**src/rtl/leaf_user_tx_port.sv**
```systemverilog
// leaf_user_tx_port: kernel-to-leaf-interface word FIFO with registered FWFT output and debug counters
module leaf_user_tx_port #(
  parameter int PAYLOAD_BITS   = 32,
  parameter int FIFO_DEPTH     = 16,
  parameter int FIFO_ADDR_BITS = 4,
  parameter int CNT_BITS       = 32
) (
  input  logic                      clk_user,
  input  logic                      reset,
  input  logic [PAYLOAD_BITS-1:0]   s_din,
  input  logic                      s_vld,
  output logic                      s_rdy,
  output logic [PAYLOAD_BITS-1:0]   din_leaf_user2interface,
  output logic                      vld_user2interface,
  input  logic                      ack_interface2user,
  output logic [FIFO_ADDR_BITS:0]   fifo_count,
  output logic [CNT_BITS-1:0]       words_sent
);
  logic [PAYLOAD_BITS-1:0]   mem [FIFO_DEPTH];
  logic [FIFO_ADDR_BITS-1:0] wr_ptr, rd_ptr, rd_n;
  logic [FIFO_ADDR_BITS:0]   count, count_n;
  logic [PAYLOAD_BITS-1:0]   din_n;
  logic                      push, pop;
  assign push = s_vld && s_rdy;
  assign pop = vld_user2interface && ack_interface2user;
  assign rd_n = rd_ptr + FIFO_ADDR_BITS'(pop);
  assign count_n = count + (FIFO_ADDR_BITS+1)'(push) - (FIFO_ADDR_BITS+1)'(pop);
  assign fifo_count = count;
  // a word written this edge into the next head slot is not in mem yet, so take it from s_din
  always_comb
    din_n = (count_n == '0) ? din_leaf_user2interface :
            (push && wr_ptr == rd_n) ? s_din : mem[rd_n];
  always_ff @(posedge clk_user)
    if (push && !reset) mem[wr_ptr] <= s_din;
  always_ff @(posedge clk_user) begin
    if (reset) begin
      wr_ptr                  <= '0;
      rd_ptr                  <= '0;
      count                   <= '0;
      vld_user2interface      <= 1'b0;
      din_leaf_user2interface <= '0;
      words_sent              <= '0;
      s_rdy                   <= 1'b0;
    end else begin
      if (push) wr_ptr <= wr_ptr + FIFO_ADDR_BITS'(1);
      rd_ptr                  <= rd_n;
      count                   <= count_n;
      vld_user2interface      <= count_n != '0;
      din_leaf_user2interface <= din_n;
      if (pop) words_sent <= words_sent + CNT_BITS'(1);
      s_rdy                   <= count_n != (FIFO_ADDR_BITS+1)'(FIFO_DEPTH);
    end
  end
endmodule

```
**config.mk**
```make
export PLATFORM = sky130hd
export DESIGN_NAME = leaf_user_tx_port
export DESIGN_NICKNAME = d
export VERILOG_FILES = /design/src/rtl/leaf_user_tx_port.sv
export SDC_FILE = /design/constraint.sdc
export NUM_CORES = 1
export LEC_CHECK = 0
export BUFFER_PORTS_ARGS = -buffer_cell sky130_fd_sc_hd__buf_2
export CAP_MARGIN = 10
export CORE_AREA = 2 2 228 230
export DETAILED_ROUTE_END_ITERATION = 8
export DIE_AREA = 0 0 230 232
export PLACE_DENSITY_LB_ADDON = 0.15
export SYNTH_ARGS = -nofsm -noshare
export SYNTH_HDL_FRONTEND = slang
export SYNTH_SLANG_ARGS = --single-unit
```
**constraint.sdc**
```tcl
create_clock -name clk_user -period 3.12 [get_ports clk_user]
set_input_delay 0.312 -clock clk_user [delete_from_list [all_inputs] [get_ports clk_user]]
set_output_delay 0.312 -clock clk_user [all_outputs]
set_load 0.01 [all_outputs]
```
==> reports/metrics.yaml <==
power:
  power_uw: 20100
  power_density_mw_per_mm2: 753
  leakage_uw: 0.00873
  peakVddDrop_mv: 0.542
global_routing:
  antenna_found_initial: 2
  grt_overflow: 0
  grt_use_total: 0.195
  first_global_vias: 11842
  grt_pass1_wl_mm: 76.4
  grt_max_degree: 51
finish:
  fin_util: 0.525
  drive_gt1_frac: 0.318
  final_cell_mix: "edfxtp_1, mux4_2, buf_2"
  nNetsFinal: 1379
  fillCellCount: 4080
  antennaDiodeCount: 0
  layout.cells.most_common: "edfxtp_1"
  area_growth_pct: 17.4
  stdcell_count: 2063
detailed_routing:
  top_layer: "met5"
  vias_per_cell: 5.55
  drc: 0
  drtIter0Drc: 868
  wl_per_cell_um: 24.7
  met2WireLength_mm: 25.0
  vias: 11448
  met3RoutedLength_mm: 2.50
  finalWirelength_mm: 51.0
  wl_met1_mm: 22.3
  dr.pass1.iters: 5
  postRouteAntennaNets: 0
placement:
  dpl.hpwl_mm: 29.5
  placedCellCount: 1951
  gp_congestion: 0.745
  io_buffer_count: 106
clock_network:
  ctsHoldBuffers: 0
  post_cts_buffers: 0
  insertion_delay_ns: 0.64
  clock-root-buffer: "clkbuf_16"
  cts_max_path_buffers: 3
  numCtsBuffers: 59
  path_clk_slew_ns: 0.06
  cts_resized: 0
  htreeDepth: 2
  cts_tree: "built"
  clock-sinks: 591
yosys:
  async_reset_ff_frac: 0
  syn_nets: 1212
  ys.flop_type: "edfxtp_1"
  synth-edff-count: 512
  syn_area_mm2: 0.0227
  synth.distinct_cells: 37
  synth_seq_area_share: 0.745
  synth_cells: 1165
  avgSynthCellArea_um2: 19.5
  synth-seq-cells: 591
  yosysWarnings: 0
die:
  dieArea_mm2: 0.0534
  fp.dieH_um: 232
  start_util: 0.447
  die_w_um: 230
  ios: 107
  core_area_mm2: 0.0509
  rows: 83
sta:
  period_share: 0.952
  skew_ns: 0.0346
  period_needed_ns: 2.97
  tightest_slew_ns: 0.786
  fmax_ghz: 0.337
  setup_violations: 0
  hold_viol: 0
  rsz0062_at_grt: "false"
  finalMaxSlewViolations: 0
  relSlewSlack: 0.476
worst_setup_path:
  startpoint_type: "flop"
  r2r.worst_path.cells: 12
  worstSetupPathType: "reg -> reg"
  reg2reg_to: "din_leaf_user2interface[6]"
  worstPathMaxFanout: 20
  ff2ff_setup_slack_ns: 0.15
  slowest_delay_ns: 0.51
  critPathRequiredTime_ns: 3.65
  crit_arrival_ns: 3.50
  worstSetupStartpoint: "vld_user2interface"
  worstSetupEndpointType: "flop"
  cpMostUsedCell: "xnor2_1"
  cp_cell_sequence: "and2_1 > xnor2_1 > ha_1 > fa_1 > a21o_1 > a21oi_1 > xnor2_1 > nor3_1 > buf_4 > or3b_2 > buf_12 > o221ai_1"
  r2r-start: "vld_user2interface"
  crit_path_top_delay_cell: "or3b_2"
run_status:
  status: "complete, no violations"
min_path:
  hold_path_end: "mem[9][15]"
  holdCritStartpoint: "s_din[15]"
  hp-class: "in -> reg"
  whs_path_depth: 1
run:
  cap_violations: 0
## final cells by class
class,count,area [um^2],area share
Tap cell,680,851,0.0319
Clock buffer,73,1580,0.0591
Timing Repair Buffer,168,1320,0.0495
Sequential cell,591,17000,0.635
Multi-Input combinational cell,469,5510,0.206
Inverter,43,161,0.00604
Clock inverter,39,327,0.0122
## how the worst max path moves through the flow
| stage | end | slack, ns |
|---|---|---|
| 3_5_place_dp | din_leaf_user2interface[26] | -0.002 |
| 4_1_cts | din_leaf_user2interface[27] | 0.11 |
| 2_1_floorplan | din_leaf_user2interface[19] | 0.21 |
| 3_3_place_gp | din_leaf_user2interface[23] | 0.03 |
| 5_1_grt | din_leaf_user2interface[27] | 0.01 |
| 6_report | din_leaf_user2interface[6] | 0.15 |
## where the power goes
group	switching (uW)	internal (uW)
Combinational	1960	2160
Sequential	222	8870
Clock	2970	3920
## stage by stage
step	hold WS (ns)	worst slack (ns)	setup TNS, ns	instance area [um^2]
after global routing	0.0525	0.0140	0	26700
final	0.0633	0.149	0	26700
after detailed placement	0.462	-0.00218	-0.00218	24800
after CTS	0.0133	0.113	0	26700
after floorplan	0.411	0.205	0	22700
after global placement	0.451	0.0286	0	24800
## Yosys cell counts (10+ instances only)
cell | count | area, um^2
a21oi_1 | 14 | 70.1
a221oi_2 | 30 | 450
a22o_1 | 32 | 280
clkbuf_1 | 44 | 165
dfxtp_1 | 79 | 1580
edfxtp_1 | 512 | 15400
ha_1 | 10 | 125
inv_1 | 43 | 161
mux4_2 | 128 | 2880
nand2_1 | 54 | 203
nor2_1 | 62 | 233
o221ai_1 | 32 | 280
or3_1 | 11 | 68.8
xnor2_1 | 22 | 193
xor2_1 | 15 | 131
## cell families (layout without fill, tap and decap cells)
group | after synthesis | count (layout) | share of synthesized area
XOR/XNOR | 39 | 39 | 0.0160
flip-flops | 591 | 591 | 0.745
multiplexers | 129 | 129 | 0.127
AO/OA/AOI/OAI | 120 | 120 | 0.0507
AND/OR/NAND/NOR | 170 | 170 | 0.0337
adder cells (fa/ha/maj) | 11 | 11 | 0.00638
buffers and inverters | 105 | 323 | 0.0206
## critical path, delay by kind of cell, from the launching register on
kind                       cells  cell delay, ns
AOI/OAI and AO/OA              3            0.50
DFF                            1            0.31
adders and majority gates      2            0.61
and+or+nand+nor                3            0.79
buffers and inverters          2            0.36
xor gates and xnor gates       2            0.30
## registers in the layout, indices dropped and copies added, names as in the netlist
signal / count
s_rdy: 1
wr_ptr: 4
vld_user2interface: 1
rd_ptr: 4
words_sent: 32
fifo_count: 5
mem: 512
din_leaf_user2interface: 32
## metal layers
layer / global-route usage / up-vias
met2: 0.322 / 301
met5: 0 / -
met3: 0.0303 / 94
li1: - / 5069
met4: 0.0595 / 4
met1: 0.270 / 5980
Power figures use the tool's default switching activity.
